### src/rtl/apt_pkg.sv
// Shared definitions for the approximate-PE accumulator: FSM state codes,
// accumulator limit constants and sign extension helpers.
package apt_pkg;

  // Widest accumulator the helper functions can describe.
  localparam int unsigned MAX_BW = 64;
  localparam int unsigned IDX_BW = $clog2(MAX_BW);

  typedef logic [1:0] state_t;

  localparam state_t ST_IDLE  = 2'd0;
  localparam state_t ST_ACCUM = 2'd1;
  localparam state_t ST_HOLD  = 2'd2;

  // Largest positive value of a w-bit two's-complement number, sign-extended to MAX_BW.
  function automatic logic [MAX_BW-1:0] acc_max(input int unsigned w);
    return (MAX_BW'(1) << (w - 1)) - MAX_BW'(1);
  endfunction

  // Most negative value of a w-bit two's-complement number, sign-extended to MAX_BW.
  function automatic logic [MAX_BW-1:0] acc_min(input int unsigned w);
    return ~acc_max(w);
  endfunction

  // Treat the low w bits of x as signed and sign-extend them to MAX_BW.
  function automatic logic [MAX_BW-1:0] sext(input logic [MAX_BW-1:0] x,
                                             input int unsigned w);
    logic [MAX_BW-1:0] mask;
    mask = (MAX_BW'(1) << w) - MAX_BW'(1);
    return x[IDX_BW'(w - 1)] ? (x | ~mask) : (x & mask);
  endfunction

endpackage

### src/rtl/sat_adder.sv
// Combinational signed adder with overflow detect and optional clamping.
//   a_i, b_i : signed ACC_BW-bit operands
//   sum_c    : clamped (SATURATE=1) or wrapped (SATURATE=0) sum
//   ovf_c    : the true sum does not fit in ACC_BW bits
module sat_adder
  import apt_pkg::*;
#(
  parameter int unsigned ACC_BW   = 32,
  parameter bit          SATURATE = 1'b1
) (
  input  logic [ACC_BW-1:0] a_i,
  input  logic [ACC_BW-1:0] b_i,
  output logic [ACC_BW-1:0] sum_c,
  output logic              ovf_c
);

  localparam int unsigned EXT_BW = ACC_BW + 1;

  localparam logic [ACC_BW-1:0] SAT_MAX = ACC_BW'(acc_max(ACC_BW));
  localparam logic [ACC_BW-1:0] SAT_MIN = ACC_BW'(acc_min(ACC_BW));

  logic [EXT_BW-1:0] wide_sum;

  // One guard bit: overflow exactly when the two top bits disagree.
  always_comb begin
    wide_sum = {a_i[ACC_BW-1], a_i} + {b_i[ACC_BW-1], b_i};
    ovf_c    = wide_sum[ACC_BW] ^ wide_sum[ACC_BW-1];
    sum_c    = wide_sum[ACC_BW-1:0];
    if (SATURATE && ovf_c) begin
      // Guard bit carries the true sign of the sum.
      sum_c = wide_sum[ACC_BW] ? SAT_MIN : SAT_MAX;
    end
  end

endmodule

### src/rtl/approx_pe_accumulator.sv
// Accumulates signed approximate products into a dot-product tile and hands
// the finished tile downstream over a valid/ready handshake.
//   prod_in/prod_valid/prod_first/prod_last/prod_ready : product beat stream
//   acc_out/acc_beats/acc_ovf/acc_valid/acc_ready      : tile result handshake
//   proto_err                                          : sticky framing error
module approx_pe_accumulator
  import apt_pkg::*;
#(
  parameter int unsigned A_BW     = 8,
  parameter int unsigned B_BW     = 8,
  parameter int unsigned ACC_BW   = 32,
  parameter bit          SATURATE = 1'b1,
  parameter int unsigned CNT_BW   = 16
) (
  input  logic                   clk,
  input  logic                   rst_n,
  input  logic [A_BW+B_BW-1:0]   prod_in,
  input  logic                   prod_valid,
  input  logic                   prod_first,
  input  logic                   prod_last,
  output logic                   prod_ready,
  output logic [ACC_BW-1:0]      acc_out,
  output logic [CNT_BW-1:0]      acc_beats,
  output logic                   acc_ovf,
  output logic                   acc_valid,
  input  logic                   acc_ready,
  output logic                   proto_err
);

  localparam int unsigned PROD_BW = A_BW + B_BW;

  state_t              state_q, state_d;
  logic [ACC_BW-1:0]   acc_q, acc_d;
  logic [CNT_BW-1:0]   beats_q, beats_d;
  logic                ovf_q, ovf_d;
  logic                valid_q, valid_d;
  logic                perr_q, perr_d;

  logic [ACC_BW-1:0]   prod_sext;
  logic [ACC_BW-1:0]   add_sum;
  logic                add_ovf;
  logic                beat_acc;

  // Ready is a function of state and acc_ready only, never of prod_valid.
  always_comb begin
    prod_ready = (state_q != ST_HOLD) | acc_ready;
  end

  always_comb begin
    prod_sext = ACC_BW'(sext(MAX_BW'(prod_in), PROD_BW));
    beat_acc  = prod_valid & prod_ready;
  end

  sat_adder #(
    .ACC_BW   (ACC_BW),
    .SATURATE (SATURATE)
  ) u_sat_adder (
    .a_i   (acc_q),
    .b_i   (prod_sext),
    .sum_c (add_sum),
    .ovf_c (add_ovf)
  );

  // Next-state and datapath update.
  always_comb begin
    state_d = state_q;
    acc_d   = acc_q;
    beats_d = beats_q;
    ovf_d   = ovf_q;
    perr_d  = perr_q;

    unique case (state_q)
      ST_IDLE: begin
        if (beat_acc) begin
          if (prod_first) begin
            acc_d   = prod_sext;
            beats_d = CNT_BW'(1);
            ovf_d   = 1'b0;
            state_d = prod_last ? ST_HOLD : ST_ACCUM;
          end else begin
            perr_d  = 1'b1;
          end
        end
      end

      ST_ACCUM: begin
        if (beat_acc) begin
          if (prod_first) begin
            // A stray first restarts the tile from this beat.
            acc_d   = prod_sext;
            beats_d = CNT_BW'(1);
            ovf_d   = 1'b0;
            perr_d  = 1'b1;
          end else begin
            acc_d   = add_sum;
            beats_d = (&beats_q) ? beats_q : beats_q + CNT_BW'(1);
            ovf_d   = ovf_q | add_ovf;
          end
          state_d = prod_last ? ST_HOLD : ST_ACCUM;
        end
      end

      ST_HOLD: begin
        if (acc_ready) begin
          if (beat_acc && prod_first) begin
            // Result drains and the next tile loads in the same cycle.
            acc_d   = prod_sext;
            beats_d = CNT_BW'(1);
            ovf_d   = 1'b0;
            state_d = prod_last ? ST_HOLD : ST_ACCUM;
          end else if (beat_acc) begin
            perr_d  = 1'b1;
            state_d = ST_IDLE;
          end else begin
            state_d = ST_IDLE;
          end
        end
      end

      default: begin
        state_d = ST_IDLE;
      end
    endcase

    valid_d = (state_d == ST_HOLD);
  end

  always_ff @(posedge clk or negedge rst_n) begin
    if (!rst_n) begin
      state_q <= ST_IDLE;
      acc_q   <= '0;
      beats_q <= '0;
      ovf_q   <= 1'b0;
      valid_q <= 1'b0;
      perr_q  <= 1'b0;
    end else begin
      state_q <= state_d;
      acc_q   <= acc_d;
      beats_q <= beats_d;
      ovf_q   <= ovf_d;
      valid_q <= valid_d;
      perr_q  <= perr_d;
    end
  end

  always_comb begin
    acc_out   = acc_q;
    acc_beats = beats_q;
    acc_ovf   = ovf_q;
    acc_valid = valid_q;
    proto_err = perr_q;
  end

endmodule

### config.mk
export PLATFORM = sky130hd
export DESIGN_NAME = approx_pe_accumulator
export DESIGN_NICKNAME = d
export VERILOG_FILES = /design/src/rtl/apt_pkg.sv /design/src/rtl/sat_adder.sv /design/src/rtl/approx_pe_accumulator.sv
export SDC_FILE = /design/constraint.sdc
export NUM_CORES = 1
export LEC_CHECK = 0
export CAP_MARGIN = 20
export CORE_ASPECT_RATIO = 1.5
export CORE_MARGIN = 2
export CORE_UTILIZATION = 45
export DETAILED_ROUTE_END_ITERATION = 10
export HOLD_SLACK_MARGIN = 0.15
export PLACE_DENSITY = 0.72
export SLEW_MARGIN = 20
export SYNTH_ARGS = -nofsm -noshare
export SYNTH_HDL_FRONTEND = slang
export SYNTH_SLANG_ARGS = --single-unit
### constraint.sdc
create_clock -name clk -period 4.2 [get_ports clk]
set_input_delay 0.42 -clock clk [delete_from_list [all_inputs] [get_ports clk]]
set_output_delay 0.42 -clock clk [all_outputs]
set_load 0.005 [all_outputs]
==> results of run 1 <==
## final cells by class
cell class              count  share of cell area
repair buffers             82               0.147
clock buffers               6              0.0239
well taps                 115              0.0267
multi-input cells         428               0.539
clock inverters             2             0.00719
inverters                  15              0.0104
flip-flops and latches     53               0.246
## state kept, by name, indices dropped and copies added (netlist names)
signal / count
acc_beats: 16
acc_valid: 1
acc_ovf: 1
state_q: 2
proto_err: 1
acc_out: 32
## layer usage
layer  part of all wire  routed length [um]  GRT usage  vias to the layer above
met5                  0                   0          0                        -
met4              0.023                 273     0.0868                        0
met3              0.039                 461     0.0304                       20
met2               0.54                6330      0.404                      129
met1               0.40                4710      0.250                     2011
li1                   -                   -          -                     2059
## logic make-up (layout without fill, tap and decap cells)
group                    after synthesis  in the layout  share of synthesized area
AND/OR/NAND/NOR                      188            188                      0.214
XOR/XNOR                              38             38                     0.0752
AO/OA/AOI/OAI                        168            168                      0.270
adder cells (fa/ha/maj)               34             34                     0.0979
buffers and inverters                 40            105                     0.0436
flip-flops                            53             53                      0.300
## worst max path at each step
| stage | end | slack, ns | cells past startpoint |
|---|---|---|---|
| finish | acc_out[1] | 0.60 | 14 |
| global route | acc_out[0] | 0.23 | 13 |
| CTS | acc_out[5] | 0.58 | 14 |
| detailed placement | acc_out[1] | 0.27 | 14 |
| global placement | acc_out[12] | 0.31 | 14 |
| floorplan | acc_out[25] | 1.17 | 14 |
## placed cells by master (no fill, tap or decap), drive strengths merged, types with 20 or more instances in the layout
cell,synthesis,routed
dfrtp,53,53
a211oi,20,20
clkdlybuf4s50,0,72
o21ai,37,37
nand2,34,34
ha,33,33
nand3,38,38
nor2,47,47
a31oi,21,21
a21oi,35,35
xnor2,20,20
## report_power, final
group	leakage [nW]	switching, mW	internal (mW)
sequential	0.638	0.140	0.656
combinational	1.53	1.23	1.06
clock	0.0810	0.202	0.283
total	2.25	1.57	2.00
==> qor.yml, run 1 <==
outcome:
  status: "finished, final reports clean"
logic_synthesis:
  synth_common_cells: "53 x dfrtp_1, 47 x nor2_1, 35 x a21oi_1, 35 x o21ai_0, 34 x nand2_1"
  avgSynthCellArea_um2: 8.49
  yosys.area.top_type: "dfrtp_1"
  synth_cell_type_count: 57
  ys_ff_latch: 53
  synth_edf_count: 0
  ys_seq_area_frac: 0.300
  synthTopCellsByArea: "dfrtp_1 30%, ha_1 9.3%, nor2_1 4.0%"
  async_flop_share: 1.00
  yosysMostFrequentCell: "dfrtp_1"
  syn_inst: 521
  ys.flop_type: "dfrtp_1"
  yosysTopAreaCellShare: 0.300
  netlist_area_um2: 4420
  syn_nets: 577
  yosys_warnings: 0
setup_path:
  critPathLaunch: "prod_in[0]"
  worst-setup-path-type: "input port to flop"
  crit_fanout: 14
  cpPeakStageDelay_ns: 0.49
  path_buf_inv: 3
  cp_data_arrival_time_ns: 3.75
  slowest_stage: "clkdlybuf4s50_1"
  r2r-start: "acc_out[0]"
  r2r-end: "acc_out[1]"
  r2r_slack_ns: 0.81
  crit_chain: "clkdlybuf4s50_1 > ha_1 > inv_1 > fa_1 > nand2b_1 > a21oi_1 > o21ai_1 > a21oi_1 > nor2_1 > o311a_1 > or3_1 > buf_4 > nand3b_1 > a221oi_1"
  reg2reg_depth: 13
  end_kind: "flop"
  start_kind: "input port"
  crit_family: "compound AO/OA/AOI/OAI gates"
  path_common_cell: "a21oi_1"
  worstPathRequired_ns: 4.35
timing:
  finalCritPeriodShare: 0.857
  hold_violations: 0
  setup_viol: 0
  drv_slew: 0
  holdWs_ns: 0.246
  relSlewSlack: 0.521
  fmax_mhz: 278
  tightest_slew_ns: 0.718
  clock_skew_ns: 0.00511
  tns_ns: 0
  rsz0062_at_grt: "no"
  fin_crit_ns: 3.60
  final.setup.worst_slack_ns: 0.599
place:
  post-place-ws_ns: 0.273
  dp_hpwl_mm: 8.58
  dpl_cell_area_um2: 5230
  io_buffers: 73
  place_congestion: 0.974
  numPlacedInstances: 693
global_routing:
  grt-ovfl-total: 0
  grt_max_degree: 54
  antenna_found_initial: 0
  grt_pass1_wl_mm: 19.4
  grtUsageTotal: 0.219
  grt_pass1_vias: 4207
worst_hold_path:
  hp-class: "input port to asynchronous set/reset pin"
finish:
  final_util: 0.560
  final_area_um2: 5400
  fillCellCount: 876
  diodes: 0
  stdcell_count: 701
  areaGrowthSynthToFinish_pct: 21.9
  finalNetCount: 641
  regArea_um2: 1330
  multi_input_area_um2: 2910
  drive_gt1_frac: 0.0751
clocking:
  clockBufferDepth: 2
  clock-sinks: 53
  clockRootBuffer: "clkbuf_16"
  hold_buffers: 0
  clk_pin_slew_ns: 0.08
  cts_resized: 0
  cts_max_level: 2
  insertion_delay_ns: 0.30
  cts_tree: "yes"
  cts_made_buffers: 5
  post-cts-setup-buffers: 0
detailed_routing:
  ant_nets: 0
  wl_per_cell_um: 16.8
  firstDrtPassIters: 4
  post-route-drc-count: 0
  via_count: 4219
  wirelength_mm: 11.8
  drtIter0Drc: 201
  viasPerCell: 6.02
power:
  finalPower_mw: 3.57
  vdd_drop_max_mv: 0.332
  powerDensity_nw_per_um2: 662
  leakage_nw: 2.25
die:
  rows: 44
  ios: 74
  core_area_um2: 9630
  initial_core_util: 0.459
  die_w_um: 85.0
  die_h_um: 125
  die_area_um2: 10700
run:
  cap_viol_max_count: 0
Note: power is estimated with default switching activity, not from simulation.
==> run 2: changes to the inputs <==
CTS_CLUSTER_SIZE = 28   (was not set)
RECOVER_POWER = 100   (was not set)
==> qor.yml, run 2 (synthesized netlist as in run 1, its figures left out) <==
clocking:
  clock-sinks: 53
  cts_tree: "yes"
  clockRootBuffer: "clkbuf_16"
  clk_pin_slew_ns: 0.07
  clockBufferDepth: 2
  hold_buffers: 0
  cts_max_level: 2
  cts_made_buffers: 5
  cts_resized: 0
  post-cts-setup-buffers: 0
  insertion_delay_ns: 0.30
global_routing:
  grt_max_degree: 54
  grt_pass1_vias: 4207
  antenna_found_initial: 0
  grt-ovfl-total: 0
  grt_pass1_wl_mm: 19.4
  grtUsageTotal: 0.219
power:
  leakage_nw: 2.27
  vdd_drop_max_mv: 0.321
  finalPower_mw: 3.48
  powerDensity_nw_per_um2: 651
worst_hold_path:
  hp-class: "flop to flop"
finish:
  fillCellCount: 885
  multi_input_area_um2: 2860
  drive_gt1_frac: 0.0563
  mostFrequentLayoutCells: "54 x dlygate4sd3_1, 53 x dfrtp_1, 47 x nor2_1, 37 x o21ai_0, 35 x a21oi_1"
  diodes: 0
  areaGrowthSynthToFinish_pct: 20.7
  final_common_cell: "dlygate4sd3_1"
  finalNetCount: 641
  largest_reg_flops: 32
  regArea_um2: 1330
setup_path:
  r2r-end: "acc_out[27]"
  slowest_stage: "clkdlybuf4s50_1"
  path_common_cell: "a21oi_1"
  cp_data_arrival_time_ns: 3.85
  r2r_slack_ns: 0.72
  start_kind: "input port"
  worstPathRequired_ns: 4.35
  worstSetupEndpoint: "acc_out[27]"
  crit_chain: "clkdlybuf4s50_1 > ha_1 > inv_1 > fa_1 > nand2b_1 > a21oi_1 > o21ai_0 > a21oi_1 > nor2_1 > o311a_1 > or3_1 > clkbuf_2 > nand3_1 > a31oi_1"
  crit_fanout: 12
  crit_family: "compound AO/OA/AOI/OAI gates"
  critPathLaunch: "prod_in[0]"
  path_buf_inv: 3
  r2r-start: "acc_out[0]"
  cpPeakStageDelay_ns: 0.49
  worst-setup-path-type: "input port to flop"
  end_kind: "flop"
  reg2reg_depth: 13
  cp.depth: 14
timing:
  tightest_slew_ns: 2.98
  drv_slew: 88
  hold_violations: 0
  final.setup.worst_slack_ns: 0.500
  setup_viol: 0
  clock_skew_ns: 0.00617
  finalCritPeriodShare: 0.881
  fin_crit_ns: 3.70
  rsz0062_at_grt: "no"
  relSlewSlack: -0.983
  tns_ns: 0
  fmax_mhz: 270
die:
  die_h_um: 125
  initial_core_util: 0.459
  core_area_um2: 9630
  ios: 74
  die_area_um2: 10700
  die_w_um: 85.0
  rows: 44
detailed_routing:
  wirelength_mm: 11.8
  firstDrtPassIters: 4
  drtIter0Drc: 200
  viasPerCell: 6.09
  ant_nets: 0
  wl_per_cell_um: 16.8
  post-route-drc-count: 0
  via_count: 4266
place:
  place_congestion: 0.974
  post-place-ws_ns: 0.273
  dp_hpwl_mm: 8.58
  io_buffers: 73
run:
  cap_viol_max_count: 2
outcome:
  violations: "capacitance limit, slew limit"
  status: "finished with violations"
-- run 2: cell count changes in the layout (fill, tap and decap cells not counted), sizes merged --
cell	previous run	this run
clkdlybuf4s50	72	18
dlygate4sd3	0	54
buf	10	7
clkbuf	6	9
-- run 2: worst min path at each step --
stage / from / end / cells past startpoint
6_report: proto_err / proto_err / 1
4_1_cts: rst_n / acc_out[11] / 2
5_1_grt: proto_err / proto_err / 1
3_3_place_gp: proto_err / proto_err / 1
3_5_place_dp: proto_err / proto_err / 1
2_1_floorplan: rst_n / acc_beats[0] / 0
-- run 2: worst reg2reg max path, delay by kind of cell, from the launching register on --
kind | cells | cell delay [ns]
flip-flops | 1 | 0.38
AO/OA/AOI/OAI | 5 | 1.14
buffers and inverters | 2 | 0.33
adder cells (fa/ha/maj) | 2 | 0.60
AND/OR/NAND/NOR | 4 | 0.88
-- run 2: final cells by class --
type | count | share of cell area
sequential | 53 | 0.248
timing repair buffer | 82 | 0.147
clock buffer | 6 | 0.0241
tap | 115 | 0.0269
inverter | 15 | 0.0105
clock inverter | 2 | 0.00726
multi-input combinational | 428 | 0.536
-- run 2: report_power, final --
part           switching [mW]  internal (mW)  total [mW]
Clock                   0.203          0.283       0.486
Combinational            1.21          0.990        2.20
Sequential              0.133          0.656       0.789
Total                    1.55           1.93        3.48
-- run 2: routing by layer --
layer  vias up  share of wire  global-route usage
met5         -              0                   0
met4         0          0.030              0.0868
met3        31          0.040              0.0304
met2       127           0.53               0.404
met1      2050           0.40               0.250
li1       2058              -                   -
-- run 2: through the flow --
step           instance area, um2  std cells  hold WS [ns]   util
2_1_floorplan                4420        521         0.124      -
3_3_place_gp                 5230        693         0.442  0.543
3_5_place_dp                 5230        693         0.452  0.543
4_1_cts                      5400        701         0.275  0.560
5_1_grt                      5340        701         0.505  0.554
6_report                     5340        701         0.459  0.554
